### config.mk
export PLATFORM = sky130hd
export DESIGN_NAME = scpad_req_arbiter
export DESIGN_NICKNAME = d
export VERILOG_FILES = /design/src/rtl/scpad_req_arbiter.sv
export SDC_FILE = /design/constraint.sdc
export NUM_CORES = 1
export LEC_CHECK = 0
export BUFFER_PORTS_ARGS = -buffer_cell sky130_fd_sc_hd__buf_2
export CELL_PAD_IN_SITES_DETAIL_PLACEMENT = 0
export CELL_PAD_IN_SITES_GLOBAL_PLACEMENT = 1
export CORE_AREA = 2 2 176 178
export CTS_CLUSTER_SIZE = 8
export DETAILED_ROUTE_END_ITERATION = 10
export DIE_AREA = 0 0 178 180
export PLACE_DENSITY = 0.69
export SYNTH_ARGS = -nofsm -noshare
export SYNTH_HDL_FRONTEND = slang
export SYNTH_SLANG_ARGS = --single-unit
export TNS_END_PERCENT = 50
### constraint.sdc
create_clock -name clk -period 8.7 [get_ports clk]
set_input_delay 0.435 -clock clk [delete_from_list [all_inputs] [get_ports clk]]
set_output_delay 0.435 -clock clk [all_outputs]
set_load 0.005 [all_outputs]
### src/rtl/scpad_req_arbiter.sv
// scpad_req_arbiter: shares one scratchpad pipeline between the frontend (FE)
// and backend (BE) requesters. Grants are registered into a single-entry output
// slot tagged with the source, in-flight responses are counted per source with
// a credit limit, a starvation counter forces a waiting BE through, and a
// RUN/DRAIN/DONE/HOLD sequence implements flush.
// Optional build macro: SCPAD_ARB_PERF_EN adds grant and stall counters.
module scpad_req_arbiter #(
  parameter int IDX             = 0,
  parameter int ADDR_W          = 16,
  parameter int DATA_W          = 128,
  parameter int MAX_OUTSTANDING = 4,
  parameter int STARVE_LIMIT    = 8,
  localparam int CNT_W          = $clog2(MAX_OUTSTANDING + 1)
) (
  input  logic              clk,
  input  logic              rst,
  input  logic              fe_req_valid,
  output logic              fe_req_ready,
  input  logic              fe_req_write,
  input  logic [ADDR_W-1:0] fe_req_addr,
  input  logic [DATA_W-1:0] fe_req_wdata,
  input  logic              be_req_valid,
  output logic              be_req_ready,
  input  logic              be_req_write,
  input  logic [ADDR_W-1:0] be_req_addr,
  input  logic [DATA_W-1:0] be_req_wdata,
  output logic              pipe_req_valid,
  input  logic              pipe_req_ready,
  output logic              pipe_req_src,
  output logic              pipe_req_write,
  output logic [ADDR_W-1:0] pipe_req_addr,
  output logic [DATA_W-1:0] pipe_req_wdata,
  input  logic              rsp_valid,
  input  logic              rsp_src,
  input  logic              flush_req,
  output logic              flush_done,
  output logic [CNT_W-1:0]  fe_outstanding,
  output logic [CNT_W-1:0]  be_outstanding,
  output logic              err_underflow
`ifdef SCPAD_ARB_PERF_EN
  ,
  output logic [31:0]       perf_fe_grants,
  output logic [31:0]       perf_be_grants,
  output logic [31:0]       perf_stall_cycles
`endif
);

  localparam int SCPAD_ID_WIDTH = 4;
  localparam int SW             = $clog2(STARVE_LIMIT + 1);

  // Elaboration-time parameter sanity checks.
  if (IDX < 0 || IDX >= (1 << SCPAD_ID_WIDTH)) begin : g_bad_idx
    $error("scpad_req_arbiter: IDX out of range");
  end
  if (MAX_OUTSTANDING < 1 || STARVE_LIMIT < 1) begin : g_bad_limits
    $error("scpad_req_arbiter: MAX_OUTSTANDING and STARVE_LIMIT must be >= 1");
  end

  typedef enum logic [1:0] {ST_RUN, ST_DRAIN, ST_DONE, ST_HOLD} state_t;

  state_t        state_reg, state_next;
  logic [SW-1:0] starve_reg;
  logic          slot_free;
  logic          be_force;
  logic          fe_grant, be_grant;
  logic [1:0]    req_valid, grant, dec;

  assign slot_free = !pipe_req_valid || pipe_req_ready;
  assign req_valid = {be_req_valid, fe_req_valid};
  assign grant     = {be_grant, fe_grant};
  assign dec       = {rsp_valid & rsp_src, rsp_valid & ~rsp_src};

  // Per-source credit tracking: index 0 = FE, index 1 = BE.
  for (genvar gi = 0; gi < 2; gi++) begin : g_src
    logic [CNT_W-1:0] cnt_reg;
    logic             uf_reg;
    logic             elig;

    assign elig = req_valid[gi] && (cnt_reg < CNT_W'(MAX_OUTSTANDING)) &&
                  (state_reg == ST_RUN) && slot_free;

    // In-flight count: +1 on grant, -1 on response, sticky underflow flag.
    always_ff @(posedge clk) begin
      if (rst) begin
        cnt_reg <= '0;
        uf_reg  <= 1'b0;
      end else if (grant[gi] && !dec[gi]) begin
        cnt_reg <= cnt_reg + CNT_W'(1);
      end else if (!grant[gi] && dec[gi]) begin
        if (cnt_reg == '0) uf_reg <= 1'b1;
        else cnt_reg <= cnt_reg - CNT_W'(1);
      end
    end
  end

  assign fe_outstanding = g_src[0].cnt_reg;
  assign be_outstanding = g_src[1].cnt_reg;
  assign err_underflow  = g_src[0].uf_reg | g_src[1].uf_reg;

  // FE has priority unless BE has lost STARVE_LIMIT consecutive arbitrations.
  assign be_force     = (starve_reg == SW'(STARVE_LIMIT));
  assign be_grant     = g_src[1].elig && (!g_src[0].elig || be_force);
  assign fe_grant     = g_src[0].elig && !be_grant;
  assign fe_req_ready = fe_grant;
  assign be_req_ready = be_grant;

  // Starvation counter: counts cycles an eligible BE loses, saturating.
  always_ff @(posedge clk) begin
    if (rst || !be_req_valid || be_grant) starve_reg <= '0;
    else if (g_src[1].elig && starve_reg != SW'(STARVE_LIMIT))
      starve_reg <= starve_reg + SW'(1);
  end

  // Single-entry output slot: loads on grant, empties when the pipeline takes it.
  always_ff @(posedge clk) begin
    if (rst) begin
      pipe_req_valid <= 1'b0;
      pipe_req_src   <= 1'b0;
      pipe_req_write <= 1'b0;
      pipe_req_addr  <= '0;
      pipe_req_wdata <= '0;
    end else if (fe_grant || be_grant) begin
      pipe_req_valid <= 1'b1;
      pipe_req_src   <= be_grant;
      pipe_req_write <= be_grant ? be_req_write : fe_req_write;
      pipe_req_addr  <= be_grant ? be_req_addr  : fe_req_addr;
      pipe_req_wdata <= be_grant ? be_req_wdata : fe_req_wdata;
    end else if (pipe_req_ready) begin
      pipe_req_valid <= 1'b0;
    end
  end

  // Flush state register.
  always_ff @(posedge clk) begin
    if (rst) state_reg <= ST_RUN;
    else     state_reg <= state_next;
  end

  // Flush sequencing and the one-cycle completion pulse.
  always_comb begin
    state_next = state_reg;
    flush_done = 1'b0;
    case (state_reg)
      ST_RUN:   if (flush_req) state_next = ST_DRAIN;
      ST_DRAIN: if (!pipe_req_valid && fe_outstanding == '0 && be_outstanding == '0)
                  state_next = ST_DONE;
      ST_DONE: begin
        flush_done = 1'b1;
        state_next = flush_req ? ST_HOLD : ST_RUN;
      end
      ST_HOLD:  if (!flush_req) state_next = ST_RUN;
      default:  state_next = ST_RUN;
    endcase
  end

`ifdef SCPAD_ARB_PERF_EN
  // Free-running performance counters, wrapping at 2^32.
  always_ff @(posedge clk) begin
    if (rst) begin
      perf_fe_grants    <= '0;
      perf_be_grants    <= '0;
      perf_stall_cycles <= '0;
    end else begin
      if (fe_grant) perf_fe_grants <= perf_fe_grants + 32'd1;
      if (be_grant) perf_be_grants <= perf_be_grants + 32'd1;
      if (pipe_req_valid && !pipe_req_ready) perf_stall_cycles <= perf_stall_cycles + 32'd1;
    end
  end
`endif

endmodule
==> results.json, run 1 <==
{
  "routedWlPerCell_um": 16.0,
  "cap_viol_max_count": 0,
  "core_area_mm2": 0.0302,
  "synth_ff_type": "dfxtp_1",
  "drtIter0Drc": 343,
  "grt_max_degree": 175,
  "cts_setup_buffers": 0,
  "cts_hold_buf": 0,
  "cp.required_ns": 9.03,
  "die_area_mm2": 0.0320,
  "pin_count": 455,
  "grt_pass1_vias": 7646,
  "yosysUniqueCellTypes": 33,
  "endpoint_kind": "flip-flop",
  "ys_async_sr_fraction_pct": 0,
  "synthAdderAreaFrac_pct": 1.49,
  "setup_ws_ns": 4.86,
  "yosys-top-cells-count": "nand2_1, nor2_1, dfxtp_1",
  "synth-simple-area-share_pct": 24.2,
  "drive_above_1_share_pct": 45.3,
  "antenna_found_initial": 2,
  "yosysWarnings": 0,
  "routed_wl_um": 27500,
  "vias": 7923,
  "slew_headroom_pct": 33.4,
  "cts_root_buffer": "clkbuf_16",
  "hold_class": "primary input to flip-flop",
  "start_util_pct": 25.7,
  "synth_mux_area_share_pct": 0.808,
  "drc_errors": 0,
  "fmax_mhz": 261,
  "setup_tns_ns": 0,
  "synth_xor_area_share_pct": 0.226,
  "setup.worst_path.start_class": "flip-flop",
  "synth_area_leader_cell": "dfxtp_1",
  "overflow": 0,
  "synth_edf_count": 0,
  "ctsHtreeMaxLevel": 4,
  "power_density_mw_per_mm2": 326,
  "syn_area_mm2": 0.00774,
  "synth_top_family_by_area": "compound AO/OA/AOI/OAI gates",
  "cts_tree": "built",
  "p_leak_nw": 5.03,
  "dp.cells": 1687,
  "synth_top_area_share_pct": 41.6,
  "grt_usage_pct": 16.6,
  "chipHeight_um": 180,
  "synth.avg_cell_area_um2": 8.50,
  "clkSinkCount": 161,
  "cts.path.max_buffers": 2,
  "vdd_drop_max_uv": 247,
  "hpwl_um": 19400,
  "vias_per_cell": 4.60,
  "status": "completed",
  "fin_crit_ns": 3.84,
  "layout.nets": 1616,
  "ys_seq_area_share_pct": 41.6,
  "synth_nets": 1217,
  "fin_crit_sh_pct": 44.1,
  "cp_max_fo": 72,
  "tightest_slew_ns": 0.999,
  "area_growth_pct": 39.9,
  "synth.most_common_cell": "nand2_1",
  "cp.arrival_ns": 4.16,
  "firstDrtPassIters": 4,
  "final_hold_viol_count": 0,
  "clkTransAtPathRegs_ns": 0.07,
  "finClkSkew_ns": 0.0124,
  "ys_seq_elements": 161,
  "synth_cells": 911,
  "cts_resized": 0,
  "clock_latency_ns": 0.44,
  "hold_slack_ns": 0.241,
  "slew_violations": 0,
  "crit_type": "flip-flop to flip-flop",
  "synth_area_leaders": "dfxtp_1, a311oi_2, nand2_1",
  "setup_viol": 0,
  "rsz0062_at_grt": "false",
  "largest_register_ffs": 128,
  "place_ws_ns": 4.83,
  "portBuffers": 454,
  "synth_compound_area_share_pct": 25.9,
  "cts_buffers": 17,
  "ant_nets": 0,
  "final_util_pct": 35.9,
  "gp_congestion": 0.804,
  "grt_pass1_wl_um": 41700,
  "fp.dieW_um": 178,
  "rows": 64,
  "stdcell_count": 1721
}
## worst max-delay path: stages, from the launching register on
cell and delay (ns):
dfxtp_1 0.32, inv_1 0.09, ha_1 0.17, and3b_1 0.24, o2111ai_4 0.13, buf_4 0.36
inv_4 0.71, ha_1 0.31, inv_1 0.07, fa_1 0.37, or3_1 0.37, a21oi_1 0.16
mux2_2 0.35
## path summary, 6_finish.rpt
| path | cells past startpoint | to | slack [ns] | from |
|---|---|---|---|---|
| max | 12 | be_outstanding[2]$_SDFFE_PP0P_ | 4.86 | starve_reg[0]$_SDFFE_PP0P_ |
| min | 3 | state_reg[1]$_SDFFE_PP0P_ | 0.24 | flush_req |
| max reg2reg | 12 | be_outstanding[2]$_SDFFE_PP0P_ | 4.86 | starve_reg[0]$_SDFFE_PP0P_ |
| min reg2reg | 2 | g_src[0].uf_reg$_SDFFE_PP0P_ | 0.46 | g_src[0].uf_reg$_SDFFE_PP0P_ |
## cells in the final DEF, fill, tap and decap left out, types with 2 or more instances in the layout
cell type,netlist,final
nand4_1,2,2
mux2i_1,4,4
xnor2_1,2,2
mux2_2,2,2
clkinv_4,0,3
clkinv_2,0,2
clkbuf_16,0,17
nand3_1,2,2
nor2_1,162,162
nand3b_1,2,2
clkbuf_8,0,2
dfxtp_1,161,161
clkinvlp_4,0,2
diode_2,0,2
or3_1,2,2
a21oi_1,10,10
nor3_1,2,2
fa_1,2,2
nor2b_1,4,4
buf_2,52,453
buf_4,9,7
nand2_1,297,297
a311oi_2,100,100
nand2b_1,4,4
a311oi_1,46,46
bufinv_16,0,4
ha_1,6,6
inv_1,8,8
## kinds of logic (layout without fill, tap and decap cells)
group | count (synthesis) | after routing
muxes | 6 | 6
and+or+nand+nor | 483 | 483
AOI/OAI and AO/OA | 160 | 160
xor gates and xnor gates | 2 | 2
buffers and inverters | 91 | 503
adders and majority gates | 8 | 8
DFF | 161 | 161
other | 0 | 2
## metrics by stage
step | total power, mW | instance area (µm²)
finish | 3.53 | 10800
global placement | 2.72 | 10200
detailed placement | 2.74 | 10200
floorplan | 2.21 | 7740
CTS | 3.59 | 10800
global route | 3.80 | 10800
## report_power, final
part	total, mW	internal [mW]	switching (mW)
sequential	1.16	1.02	0.140
combinational	1.55	0.631	0.922
clock	0.825	0.497	0.328
total	3.53	2.14	1.39
## per-layer routing
layer	vias to the layer above	routed length, µm	track usage [%]
met4	0	488	6.10
li1	3954	-	-
met2	329	13000	27.6
met5	-	0	0
met3	21	2690	6.11
met1	3619	11300	19.4
## area by class of cell
cell class	instances	area [µm²]
clock buffer	20	457
tap	396	495
antenna	2	5.00
sequential	161	3220
multi-input combinational	659	4090
inverter	9	36.3
timing repair buffer	462	2350
fill	3269	19400
clock inverter	12	180
(Power assumes the default switching activity.)
==> run 2: changes to the inputs <==
--- a/config.mk
+++ b/config.mk
@@ -5,14 +5,15 @@
 export SDC_FILE = /design/constraint.sdc
 export NUM_CORES = 1
 export LEC_CHECK = 0
+export ABC_AREA = 1
 export BUFFER_PORTS_ARGS = -buffer_cell sky130_fd_sc_hd__buf_2
 export CELL_PAD_IN_SITES_DETAIL_PLACEMENT = 0
 export CELL_PAD_IN_SITES_GLOBAL_PLACEMENT = 1
-export CORE_AREA = 2 2 176 178
+export CORE_AREA = 2 2 175 177
 export CTS_CLUSTER_SIZE = 8
 export DETAILED_ROUTE_END_ITERATION = 10
-export DIE_AREA = 0 0 178 180
-export PLACE_DENSITY = 0.69
+export DIE_AREA = 0 0 177 179
+export PLACE_DENSITY = 0.78
 export SYNTH_ARGS = -nofsm -noshare
 export SYNTH_HDL_FRONTEND = slang
 export SYNTH_SLANG_ARGS = --single-unit
==> constraint.sdc (replaced) <==
create_clock -name clk -period 3.7 [get_ports clk]
set_input_delay 0.185 -clock clk [delete_from_list [all_inputs] [get_ports clk]]
set_output_delay 0.185 -clock clk [all_outputs]
set_load 0.005 [all_outputs]
==> run 2 against run 1 <==
Compared with the run above:
- die area is 1.1% lower
- cell count rose by 27%
- maximum frequency rose by 57%
- sequential cell count did not move
- total power up 130%
- routed wire length increased by 14%
- first-iteration DRC count up 62%
- critical endpoint is now pipe_req_wdata[30]$_SDFFE_PP0P_
- largest power group unchanged
- highest routed layer is now met5
==> results.json, run 2 <==
{
  "setup.worst_path.start_class": "flip-flop",
  "slew_violations": 0,
  "crit_slowest_cell": "nand2_4",
  "cap_viol_max_count": 0,
  "cts.path.max_buffers": 2,
  "drive_above_1_share_pct": 28.4,
  "clock_power_share_pct": 23.2,
  "layout.nets": 2086,
  "synth_mux_area_share_pct": 0,
  "yosysWarnings": 0,
  "synth_cells": 1388,
  "core_area_mm2": 0.0300,
  "vias": 9751,
  "synth_top_family_by_area": "simple AND/OR/NAND/NOR gates",
  "slew_headroom_pct": 29.1,
  "grt_max_degree": 147,
  "synth_top_area_share_pct": 38.0,
  "crit_chain": "inv_1 > ha_1 > nand3_1 > nand2_4 > buf_4 > nand3_1 > nand2_1 > nor2_1 > nor2_1",
  "fp.dieW_um": 177,
  "fillers": 3372,
  "ys_async_sr_fraction_pct": 0,
  "cts_resized": 0,
  "chipHeight_um": 179,
  "power_density_mw_per_mm2": 702,
  "start_util_pct": 28.3,
  "final_util_pct": 38.8,
  "drc_errors": 0,
  "vias_per_cell": 4.45,
  "largest_register_ffs": 128,
  "final_cell_mix": "buf_2, nor2_1, nand2_1",
  "combPwrFrac_pct": 44.0,
  "dpl_cell_area_mm2": 0.0110,
  "synth_area_leaders": "dfxtp_1, nor2_1, nand3_1",
  "cts_root_buffer": "clkbuf_16",
  "fmax_mhz": 409,
  "synth-simple-area-share_pct": 37.5,
  "synth.avg_cell_area_um2": 6.11,
  "pin_count": 455,
  "fin_crit_sh_pct": 66.1,
  "yosysUniqueCellTypes": 22,
  "area_growth_pct": 37.2,
  "setup_viol": 0,
  "antenna_found_initial": 4,
  "ctsHtreeMaxLevel": 4,
  "ant_nets": 0,
  "gp_congestion": 0.799,
  "clock_latency_ns": 0.44,
  "vdd_drop_max_uv": 260,
  "synthAdderAreaFrac_pct": 1.36,
  "cts_hold_buf": 0,
  "synth_ff_type": "dfxtp_1",
  "cp_slowest_stage_delay_ns": 0.79,
  "grt_usage_pct": 19.0,
  "synth_edf_count": 0,
  "grt_pass1_vias": 9004,
  "synth_compound_area_share_pct": 9.50,
  "rsz0062_at_grt": "false",
  "yosys-top-cells-count": "nor2_1, nand2_1, inv_1",
  "p_int_mw": 4.88,
  "status": "completed",
  "p_sw_mw": 3.29,
  "final_hold_viol_count": 0,
  "hpwl_um": 21400,
  "routedWlPerCell_um": 14.3,
  "cp.arrival_ns": 2.80,
  "cts_tree": "built",
  "cts_setup_buffers": 0,
  "sw_frac_of_total_pct": 40.3,
  "finClkSkew_ns": 0.0118,
  "crit_type": "flip-flop to flip-flop",
  "endpoint_kind": "flip-flop",
  "dp.cells": 2157,
  "setup_tns_ns": 0,
  "p_leak_nw": 6.34,
  "setup_ws_ns": 1.26,
  "hold_class": "primary input to flip-flop",
  "layout_commonest_cell": "buf_2",
  "clkSinkCount": 161,
  "ys_seq_elements": 161,
  "synth_nets": 1694,
  "rows": 64,
  "overflow": 0,
  "syn_area_mm2": 0.00848,
  "synth_xor_area_share_pct": 0.413,
  "cts_buffers": 17,
  "stdcell_count": 2192,
  "routed_wl_um": 31300,
  "final_cell_area_mm2": 0.0116,
  "die_area_mm2": 0.0317,
  "cp.required_ns": 4.06,
  "drtIter0Drc": 557,
  "cp_max_fo": 81,
  "clkTransAtPathRegs_ns": 0.06,
  "grt_pass1_wl_um": 47400,
  "synth_area_leader_cell": "dfxtp_1",
  "ys_seq_area_share_pct": 38.0,
  "fin_crit_ns": 2.44,
  "pwr-share-seq_pct": 32.8,
  "firstDrtPassIters": 5,
  "portBuffers": 454,
  "synth.most_common_cell": "nor2_1",
  "place_ws_ns": 1.21,
  "tightest_slew_ns": 1.06
}
## run 2: cell count changes after synthesis, sizes merged, moves of 121 or more
| cell | delta |
|---|---|
| nand3 | +158 |
| inv | +162 |
| a311oi | -146 |
| nand2 | -121 |
| o21ai | +147 |
| nor2 | +289 |
## run 2: logic make-up after synthesis
logic type               Yosys count
adder cells (fa/ha/maj)            8
XOR/XNOR                           4
AO/OA/AOI/OAI                    160
buffers and inverters            267
flip-flops                       161
AND/OR/NAND/NOR                  788
## run 2: critical path, delay by kind of cell (launching register included)
kind | cells | cell delay [ns]
buf+inv | 2 | 0.49
simple gates | 6 | 1.38
flops | 1 | 0.34
fa+ha+maj | 1 | 0.16
## run 2: area by class of cell
type	count	area, µm²	area share [%]
diodes	3	7.51	0.0645
clock buffers	21	470	4.04
clock inverters	11	155	1.33
inverters	171	643	5.53
flip-flops and latches	161	3220	27.7
repair buffers	469	2480	21.4
well taps	396	495	4.26
multi-input cells	960	4160	35.7
## run 2: power by group through the flow
| stage | registers (mW) | logic, mW | clock network, mW |
|---|---|---|---|
| final | 2.68 | 3.59 | 1.89 |
| after detailed placement | 2.70 | 3.62 | 0 |
| after global routing | 2.76 | 4.09 | 2.02 |
| after floorplan | 2.76 | 2.15 | 0 |
| after global placement | 2.69 | 3.59 | 0 |
| after CTS | 2.68 | 3.63 | 1.94 |
## run 2: worst paths after layout
path | start | end | slack [ns] | depth (start not counted)
max | starve_reg[0]$_SDFFE_PP0P_ | pipe_req_wdata[30]$_SDFFE_PP0P_ | 1.26 | 9
min | flush_req | state_reg[1]$_SDFFE_PP0P_ | 0.03 | 3
max reg2reg | starve_reg[0]$_SDFFE_PP0P_ | pipe_req_wdata[30]$_SDFFE_PP0P_ | 1.26 | 9
min reg2reg | g_src[1].uf_reg$_SDFFE_PP0P_ | g_src[1].uf_reg$_SDFFE_PP0P_ | 0.46 | 2
## run 2: routing by layer
layer | track usage (%) | routed length (µm) | vias up
met5 | 0 | 13 | -
met4 | 7.33 | 772 | 2
met3 | 6.30 | 2740 | 46
met2 | 32.1 | 15000 | 341
met1 | 22.1 | 12700 | 4318
li1 | - | - | 5044
## run 2: per-stage QoR
stage	hold WS, ns	power (mW)
2_1_floorplan	0.254	4.91
3_3_place_gp	0.446	6.28
3_5_place_dp	0.458	6.32
4_1_cts	0.00113	8.26
5_1_grt	0.00861	8.87
6_report	0.0254	8.17
